[config.mk]
export PLATFORM = sky130hd
export DESIGN_NAME = alu_mc_flat
export DESIGN_NICKNAME = d
export VERILOG_FILES = /design/src/rtl/alu_mc_if.sv /design/src/rtl/alu_mc.sv /design/src/flat_wrapper.sv
export SDC_FILE = /design/constraint.sdc
export NUM_CORES = 1
export LEC_CHECK = 0
export CAP_MARGIN = 5
export CORE_MARGIN = 2
export CORE_UTILIZATION = 45
export CTS_CLUSTER_DIAMETER = 120
export DETAILED_ROUTE_END_ITERATION = 8
export PLACE_DENSITY = 0.61
export SETUP_SLACK_MARGIN = 0.4
export SYNTH_ARGS = -nofsm -noshare
export SYNTH_HDL_FRONTEND = slang
export SYNTH_SLANG_ARGS = --single-unit
[constraint.sdc]
create_clock -name clk -period 7.15 [get_ports clk]
set_input_delay 1.7875 -clock clk [delete_from_list [all_inputs] [get_ports clk]]
set_output_delay 1.7875 -clock clk [all_outputs]
set_load 0.05 [all_outputs]
[src/rtl/alu_mc_if.sv]
// Request/result handshake bundle for the multi-cycle ALU.
// The requester/consumer uses the master modport and the ALU uses the slave modport.
interface alu_mc_if #(
    parameter int WIDTH = 8
);
    logic             in_valid;
    logic             in_ready;
    logic [5:0]       in_op;
    logic [WIDTH-1:0] in_a;
    logic [WIDTH-1:0] in_b;
    logic             out_valid;
    logic             out_ready;
    logic [WIDTH-1:0] out_result;
    logic             out_zero;
    logic             out_carry;
    logic             out_neg;
    logic             out_ovf;
    logic             out_err;
    logic             busy;

    modport master (
        output in_valid, in_op, in_a, in_b, out_ready,
        input  in_ready, out_valid, out_result, out_zero, out_carry,
               out_neg, out_ovf, out_err, busy
    );

    modport slave (
        input  in_valid, in_op, in_a, in_b, out_ready,
        output in_ready, out_valid, out_result, out_zero, out_carry,
               out_neg, out_ovf, out_err, busy
    );
endinterface

[src/rtl/alu_mc.sv]
// Multi-cycle ALU: single-cycle logic/arith/shift ops plus an iterative shift-add
// multiplier, with a one-deep result register under valid/ready flow control.
module alu_mc #(
    parameter int WIDTH = 8
) (
    input  logic       clk,
    input  logic       rst,
    alu_mc_if.slave    bus
);
    localparam int CW = (WIDTH > 2) ? $clog2(WIDTH) : 1;

    localparam logic [5:0] OP_OR   = 6'd0;
    localparam logic [5:0] OP_NAND = 6'd1;
    localparam logic [5:0] OP_NOR  = 6'd2;
    localparam logic [5:0] OP_AND  = 6'd3;
    localparam logic [5:0] OP_ADD  = 6'd4;
    localparam logic [5:0] OP_SUB  = 6'd5;
    localparam logic [5:0] OP_XOR  = 6'd6;
    localparam logic [5:0] OP_SHL  = 6'd7;
    localparam logic [5:0] OP_SHR  = 6'd8;
    localparam logic [5:0] OP_SAR  = 6'd9;
    localparam logic [5:0] OP_MUL  = 6'd10;

    typedef enum logic {IDLE, MUL} state_t;

    state_t             state, state_next;
    logic [CW-1:0]      cnt;
    logic [2*WIDTH-1:0] acc, mcand, acc_next;
    logic [WIDTH-1:0]   mplier;
    logic               accept, last, mul_done, load_en;
    logic               shift_big;
    logic [WIDTH:0]     add_full, sub_full;
    logic [WIDTH-1:0]   alu_res, load_res;
    logic               alu_carry, alu_ovf, alu_err;
    logic               load_carry, load_ovf, load_err;

    assign accept    = bus.in_valid && bus.in_ready;
    assign last      = (cnt == CW'(WIDTH - 1));
    assign mul_done  = (state == MUL) && last;
    assign acc_next  = acc + (mplier[0] ? mcand : '0);
    assign add_full  = {1'b0, bus.in_a} + {1'b0, bus.in_b};
    assign sub_full  = {1'b0, bus.in_a} - {1'b0, bus.in_b};
    assign shift_big = (33'(bus.in_b) >= 33'(WIDTH));

    always_ff @(posedge clk or posedge rst) begin
        if (rst) state <= IDLE;
        else     state <= state_next;
    end

    always_comb begin
        state_next = state;
        case (state)
            IDLE: if (accept && bus.in_op == OP_MUL) state_next = MUL;
            MUL:  if (last) state_next = IDLE;
            default: state_next = IDLE;
        endcase
    end

    // A new request is only taken when the result slot is empty or being drained this edge.
    always_comb begin
        bus.busy     = (state == MUL);
        bus.in_ready = (state == IDLE) && (!bus.out_valid || bus.out_ready);
    end

    always_comb begin
        alu_res   = '0;
        alu_carry = 1'b0;
        alu_ovf   = 1'b0;
        alu_err   = 1'b0;
        case (bus.in_op)
            OP_OR:   alu_res = bus.in_a | bus.in_b;
            OP_NAND: alu_res = ~(bus.in_a & bus.in_b);
            OP_NOR:  alu_res = ~(bus.in_a | bus.in_b);
            OP_AND:  alu_res = bus.in_a & bus.in_b;
            OP_XOR:  alu_res = bus.in_a ^ bus.in_b;
            OP_ADD: begin
                alu_res   = add_full[WIDTH-1:0];
                alu_carry = add_full[WIDTH];
                alu_ovf   = (bus.in_a[WIDTH-1] == bus.in_b[WIDTH-1]) &&
                            (add_full[WIDTH-1] != bus.in_a[WIDTH-1]);
            end
            OP_SUB: begin
                alu_res   = sub_full[WIDTH-1:0];
                alu_carry = sub_full[WIDTH];
                alu_ovf   = (bus.in_a[WIDTH-1] != bus.in_b[WIDTH-1]) &&
                            (sub_full[WIDTH-1] != bus.in_a[WIDTH-1]);
            end
            OP_SHL:  alu_res = shift_big ? '0 : (bus.in_a << bus.in_b);
            OP_SHR:  alu_res = shift_big ? '0 : (bus.in_a >> bus.in_b);
            OP_SAR:  alu_res = shift_big ? {WIDTH{bus.in_a[WIDTH-1]}}
                                         : $unsigned($signed(bus.in_a) >>> bus.in_b);
            OP_MUL:  alu_res = '0;
            default: alu_err = 1'b1;
        endcase
    end

    always_comb begin
        load_en    = mul_done || (accept && bus.in_op != OP_MUL);
        load_res   = alu_res;
        load_carry = alu_carry;
        load_ovf   = alu_ovf;
        load_err   = alu_err;
        if (mul_done) begin
            load_res   = acc_next[WIDTH-1:0];
            load_carry = |acc_next[2*WIDTH-1:WIDTH];
            load_ovf   = 1'b0;
            load_err   = 1'b0;
        end
    end

    // Shift-add multiplier: one multiplier bit is consumed per cycle, LSB first.
    always_ff @(posedge clk or posedge rst) begin
        if (rst) begin
            cnt    <= '0;
            acc    <= '0;
            mcand  <= '0;
            mplier <= '0;
        end else if (accept && bus.in_op == OP_MUL) begin
            cnt    <= '0;
            acc    <= '0;
            mcand  <= {{WIDTH{1'b0}}, bus.in_a};
            mplier <= bus.in_b;
        end else if (state == MUL) begin
            cnt    <= cnt + 1'b1;
            acc    <= acc_next;
            mcand  <= mcand << 1;
            mplier <= mplier >> 1;
        end
    end

    always_ff @(posedge clk or posedge rst) begin
        if (rst) begin
            bus.out_valid  <= 1'b0;
            bus.out_result <= '0;
            bus.out_zero   <= 1'b0;
            bus.out_carry  <= 1'b0;
            bus.out_neg    <= 1'b0;
            bus.out_ovf    <= 1'b0;
            bus.out_err    <= 1'b0;
        end else if (load_en) begin
            bus.out_valid  <= 1'b1;
            bus.out_result <= load_res;
            bus.out_zero   <= (load_res == '0);
            bus.out_carry  <= load_carry;
            bus.out_neg    <= load_res[WIDTH-1];
            bus.out_ovf    <= load_ovf;
            bus.out_err    <= load_err;
        end else if (bus.out_ready) begin
            bus.out_valid  <= 1'b0;
        end
    end
endmodule

[src/flat_wrapper.sv]
// flat-port wrapper written by rule: the top's interface ports become plain ports
module alu_mc_flat 
#(
    parameter int WIDTH = 8
)
  (clk, rst, bus_in_valid, bus_in_op, bus_in_a, bus_in_b, bus_out_ready, bus_in_ready, bus_out_valid, bus_out_result, bus_out_zero, bus_out_carry, bus_out_neg, bus_out_ovf, bus_out_err, bus_busy);
  alu_mc_if #(.WIDTH(WIDTH)) bus_i ();
  input  logic clk;
  input  logic rst;
  input wire logic [$bits(bus_i.in_valid)-1:0] bus_in_valid;
  input wire logic [$bits(bus_i.in_op)-1:0] bus_in_op;
  input wire logic [$bits(bus_i.in_a)-1:0] bus_in_a;
  input wire logic [$bits(bus_i.in_b)-1:0] bus_in_b;
  input wire logic [$bits(bus_i.out_ready)-1:0] bus_out_ready;
  output wire logic [$bits(bus_i.in_ready)-1:0] bus_in_ready;
  output wire logic [$bits(bus_i.out_valid)-1:0] bus_out_valid;
  output wire logic [$bits(bus_i.out_result)-1:0] bus_out_result;
  output wire logic [$bits(bus_i.out_zero)-1:0] bus_out_zero;
  output wire logic [$bits(bus_i.out_carry)-1:0] bus_out_carry;
  output wire logic [$bits(bus_i.out_neg)-1:0] bus_out_neg;
  output wire logic [$bits(bus_i.out_ovf)-1:0] bus_out_ovf;
  output wire logic [$bits(bus_i.out_err)-1:0] bus_out_err;
  output wire logic [$bits(bus_i.busy)-1:0] bus_busy;
  assign bus_i.in_valid = bus_in_valid;
  assign bus_i.in_op = bus_in_op;
  assign bus_i.in_a = bus_in_a;
  assign bus_i.in_b = bus_in_b;
  assign bus_i.out_ready = bus_out_ready;
  assign bus_in_ready = bus_i.in_ready;
  assign bus_out_valid = bus_i.out_valid;
  assign bus_out_result = bus_i.out_result;
  assign bus_out_zero = bus_i.out_zero;
  assign bus_out_carry = bus_i.out_carry;
  assign bus_out_neg = bus_i.out_neg;
  assign bus_out_ovf = bus_i.out_ovf;
  assign bus_out_err = bus_i.out_err;
  assign bus_busy = bus_i.busy;
  alu_mc #(.WIDTH(WIDTH)) u_core (.clk(clk), .rst(rst), .bus(bus_i));
endmodule
After elaboration in Yosys (flattened, before gate mapping)
Cells that the tools add are included.
W data, S select, Z words.
{ "word_totals": {"register_bits": 58, "inputBits": 26} }
{ "classes": {"n_lt_le_gt_ge": 1, "n_addsub": 4, "n_bitwise": 6, "shift": 3, "n_reduce_logical": 16, "muxes": 25, "eq_ne": 16} }
{ "op_table": {"columns": ["cell", "count"], "rows": [
  ["$mux W16", 5],
  ["$pmux W8 S10", 1],
  ["$mux W8", 6],
  ["$eq A6 B3 Y1 const B", 4],
  ["$eq A6 B4 Y1 const B", 3],
  ["$add A16 B16 Y16", 1],
  ["$not A8 Y8", 2],
  ["$eq A6 B2 Y1 const B", 2],
  ["$reduce_or A11 Y1", 1],
  ["$add A8 B8 Y9", 1],
  ["$sub A8 B8 Y9", 1],
  ["$and A8 B8 Y8", 1],
  ["$ge A8 B4 Y1 const B", 1],
  ["$logic_not A8 Y1", 1],
  ["$mux W1", 8],
  ["$or A8 B8 Y8", 1],
  ["$reduce_or A8 Y1", 1],
  ["$shl A8 B8 Y8", 1],
  ["$shr A8 B8 Y8", 1],
  ["$sshr A8 B8 Y8", 1],
  ["$xor A8 B8 Y8", 1],
  ["$logic_and A1 B1 Y1", 7],
  ["$eq A6 B1 Y1 const B", 1],
  ["$logic_not A6 Y1", 1],
  ["other kinds (11)", 18]
]} }

Longest topological paths before layout
{ "logic_depth": {"ltp_word": 7, "ltp_mapped": 12} }

Worst setup path after synthesis
No wires, ideal clock.
{ "synth_path": {"path_kind": "input -> register", "startpoint": "in bus_in_b[2]", "endpoint": "reg u_core.bus.out_zero", "n_path_buf": 1, "arrival_time_ps": 4093, "stages": 11, "t_required_ps": 7046, "setup_slack_ps": 2953, "path_cell_list": "clkbuf_1 -> clkinv_1 -> ha_1 -> a21o_1 -> o2bb2ai_1 -> o311ai_0 -> xor2_1 -> nor2_1 -> o32ai_2 -> inv_1 -> o41ai_2"} }
{ "synth_via": {"elab_chain_cells": 5, "elab_cells_between_ends": 17, "classes_between": "add/sub: 2; order compare: 1; shift: 3; mux: 5; bitwise: 5; reduce/logical: 1"} }
{ "synth_rtl": {"columns": ["item", "line_no", "rtl"], "rows": [
  ["start: declaration", "flat_wrapper.sv:13", "input wire logic [$bits(bus_i.in_b)-1:0] bus_in_b;"],
  ["$ge A8 B4 Y1 (tied with other cells)", "alu_mc.sv:43", "assign shift_big = (33'(bus.in_b) >= 33'(WIDTH));"],
  ["$mux W8 (tied with other cells)", "alu_mc.sv:90", "OP_SAR: alu_res = shift_big ? {WIDTH{bus.in_a[WIDTH-1]}}"],
  ["$pmux W8 S10 *", "alu_mc.sv:70", "case (bus.in_op)"],
  ["$mux W8 *", "alu_mc.sv:103", "if (mul_done) begin"],
  ["$logic_not A8 Y1 *", "alu_mc.sv:143", "bus.out_zero <= (load_res == '0);"],
  ["end signal: assignment", "alu_mc.sv:143", null],
  ["end: declaration", "alu_mc_if.sv:29", "output in_ready, out_valid, out_result, out_zero, out_carry,"]
]} }
Every way passes the cells marked *; elsewhere a longest branch is shown, timed or not.
A chain may end at the register's enable or synchronous reset.

Final worst setup path
{ "layout_path": {"startpoint": "in bus_out_ready", "endpoint": "out bus_in_ready"} }
{ "layout_via": {"elab_chain_cells": 2} }
{ "layout_rtl": {"columns": ["item", "line_no", "rtl"], "rows": [
  ["start: declaration", "flat_wrapper.sv:14", "input wire logic [$bits(bus_i.out_ready)-1:0] bus_out_ready;"],
  ["$logic_or A1 B1 Y1", "alu_mc.sv:62", "bus.in_ready = (state == IDLE) && (!bus.out_valid || bus.out_ready);"],
  ["$logic_and A1 B1 Y1", "alu_mc.sv:62", null],
  ["end: declaration", "flat_wrapper.sv:15", "output wire logic [$bits(bus_i.in_ready)-1:0] bus_in_ready;"]
]} }
No other way between the ends.

==> metrics.md <==
| Metric | Value |
|---|---|
| Outcome | finished, final reports clean |
| Worst Setup Start Kind | input pin |
| Post-CTS Resized | 0 |
| Initial antenna violation count | 0 |
| Async set or reset register ratio after synthesis | 1.00 |
| Total GRT Usage | 0.266 |
| CTS buffer count | 9 |
| EDFF count, synth | 0 |
| Vias in the first global route | 4,945 |
| Area growth syn-to-layout | 16.0% |
| Root buf cell | clkbuf_16 |
| Routed Antenna Nets | 0 |
| Crit path capture type | output port |
| Synth unique cells | 74 |
| Die area | 13,000 sq um |
| I/O Pins | 42 |
| DP HPWL | between 10 and 15 mm |
| CTS tree | yes |
| Worst endpoint data arrival time | 3320 ps |
| Chip Width | 114 um |
| Final Hold Vio Count | 0 |
| Top_reg_cell synth | dfrtp_1 |
| Final wirelength | 16.7 mm |
| Syn_nets | 725 |
| CTS max path bufs | 2 |
| Initial Util | 0.457 |
| Commonest non-fill, non-tap cells in the layout | 77 x nand2_1, 60 x nor2_1, 56 x dfrtp_1 |
| Final net count | 750 |
| Pre-CTS setup slack | 1940 ps |
| Fillers | 1,130 |
| # setup viols final | 0 |
| Relative slew slack | 0.292 |
| Slew @ Worst Pin | between 1000 and 1500 ps |
| Setup ws final | a little over 2000 ps |
| Placement row count | 40 |
| Core Area | 11,900 sq um |
| CTS Hold Buffers Added | 0 |
| Reg clk slew, reported paths | 50 ps |
| PwrDens | 307 nW/um^2 |
| CP Class | input pin to output port |
| Die H | 114 um |
| Routed WL per cell | slightly above 20 um |
| Fin Clk Skew | 7.87 ps |
| Sequential share of the synthesized area | 0.262 |
| Layout cell share with drive strength beyond 1 | 0.0820 |
| Port-buffer cells | just over 40 |
| Final min period | 5110 ps |
| Cells after Synth | 653 |
| DR vias | about 5,000 |
| DRT iter0 DRCs | 406 |
| Clock sink count | 57 |
| Post-synth design cell area | between 5000 and 6000 sq um |
| Mean post-synth cell area | 8.33 sq um |
| Clock latency on the worst-skew pair | 320 ps |
| Fin crit share | 0.714 |
| Leakage | between 2 and 3 nW |
| Worst Hold Class | flip-flop to flip-flop |
| First-pass GRT wire length | 27.0 mm |
| Seq cells post-synth | 57 |
| Commonest non-fill, non-tap cell in the layout | nand2_1 |
| VDD IR-drop max | 0.143 mV |
| CP Max Fanout | 4 |
| WP data required | 5360 ps |
| Clock H-tree levels | 3 |
| ANT cells | 0 |
| RSZ-0062 raised after global routing | no |
| DRC Markers | 0 |
| Peak Freq | between 0.15 and 0.2 GHz |
| Total of max-cap violations | 0 |
| Pins Over Slew Limit | 0 |
| Post-CTS Setup Bufs | 0 |
| Congestion Overflow GR | 0 |
| Fin Setup TNS | 0 ps |
| Largest net degree at the start of global routing | 58 |
| Ys Warns | 0 |
| DRT Pass-1 Iters | 5 |
| Global placer's final weighted congestion | 0.956 |
| Vias per cell | 6.14 |
==> worst max-delay path, cell delays in order <==
cell and delay (ps):
clkdlybuf4s50_1 470, o21a_1 220, clkdlybuf4s50_1 840
==> stage by stage <==
step / hold WS (ps) / utilization / power [mW] / instances / instance area [sq um]
2_1_floorplan: 446 / - / 1.18 / 653 / 5440
3_3_place_gp: 463 / 0.500 / 1.42 / 814 / 5960
3_5_place_dp: 469 / 0.500 / 1.43 / 814 / 5960
4_1_cts: 482 / 0.530 / 1.95 / 830 / 6320
5_1_grt: 496 / 0.530 / 2.07 / 830 / 6320
6_report: 480 / 0.530 / 1.94 / 830 / 6320
==> report_power, final <==
| group | total (mW) | internal, mW | switching (mW) |
|---|---|---|---|
| Combinational | 0.905 | 0.357 | 0.548 |
| Sequential | 0.529 | 0.442 | 0.0864 |
| Clock | 0.507 | 0.360 | 0.148 |
| Total | 1.94 | 1.16 | 0.782 |
==> Yosys cell counts, drive strengths merged (4+ instances only) <==
| cell type | count | area, sq um |
|---|---|---|
| nand2 | 77 | 289 |
| nor2 | 61 | 229 |
| dfrtp | 57 | 1430 |
| ha | 43 | 538 |
| o21ai | 42 | 210 |
| mux2i | 39 | 390 |
| a21oi | 38 | 190 |
| inv | 25 | 93.8 |
| clkbuf | 22 | 82.6 |
| and2 | 18 | 115 |
| buf | 14 | 65.1 |
| nand3 | 13 | 65.1 |
| nor3 | 13 | 76.3 |
| xnor2 | 11 | 96.3 |
| xor2 | 11 | 96.3 |
| a21o | 10 | 76.3 |
| mux2 | 9 | 101 |
| o21a | 9 | 67.6 |
| o31ai | 9 | 67.6 |
| a22oi | 8 | 60.1 |
| a31oi | 8 | 50.1 |
| o22ai | 8 | 50.1 |
| a221oi | 7 | 61.3 |
| nand2b | 7 | 43.8 |
| a211oi | 6 | 50.1 |
| nor2b | 6 | 37.5 |
| nor4 | 6 | 43.8 |
| mux4 | 5 | 113 |
| nor4b | 5 | 62.6 |
| o21bai | 5 | 37.5 |
| a32oi | 4 | 35.0 |
| clkinv | 4 | 15.0 |
==> final cells by class <==
cell class	instances	area [sq um]	area share
multi-input combinational	531	3760	0.596
sequential	57	1430	0.226
inverter	29	109	0.0172
tap	147	184	0.0291
clock inverter	4	98.8	0.0156
timing repair buffer	50	478	0.0757
clock buffer	12	256	0.0406
==> flip-flops by register name (all words and copies together) (netlist names), 3 cells and up <==
signal	count
u_core.mplier	8
u_core.mcand	16
u_core.bus.out_result	7
u_core.acc	16
u_core.cnt	3
==> per-layer routing <==
metal,up-vias,wire length (um),track usage
met4,0,808,0.133
met3,51,702,0.0404
met1,2457,7290,0.339
li1,2424,-,-
met2,162,7930,0.438
met5,-,0,0
==> cell families after synthesis <==
kind of cell / synth area share
and+or+nand+nor: 0.204
AOI/OAI and AO/OA: 0.230
buffers and inverters: 0.0471
DFF: 0.262
muxes: 0.111
adders and majority gates: 0.110
xor gates and xnor gates: 0.0354
==> worst paths after layout <==
kind                                           from                        to  slack [ps]  cells after the start
max                                   bus_out_ready              bus_in_ready        2040                      3
min                        u_core.bus.out_result[6]  u_core.bus.out_result[6]         480                      2
max reg2reg                        u_core.mplier[0]      u_core.bus.out_carry        3550                     11
min reg2reg                u_core.bus.out_result[6]  u_core.bus.out_result[6]         480                      2
max in group asynchronous                       rst           u_core.bus.busy        4630                      3
min in group asynchronous                       rst        u_core.bus.out_err        1980                      3
(Power assumes the default switching activity.)
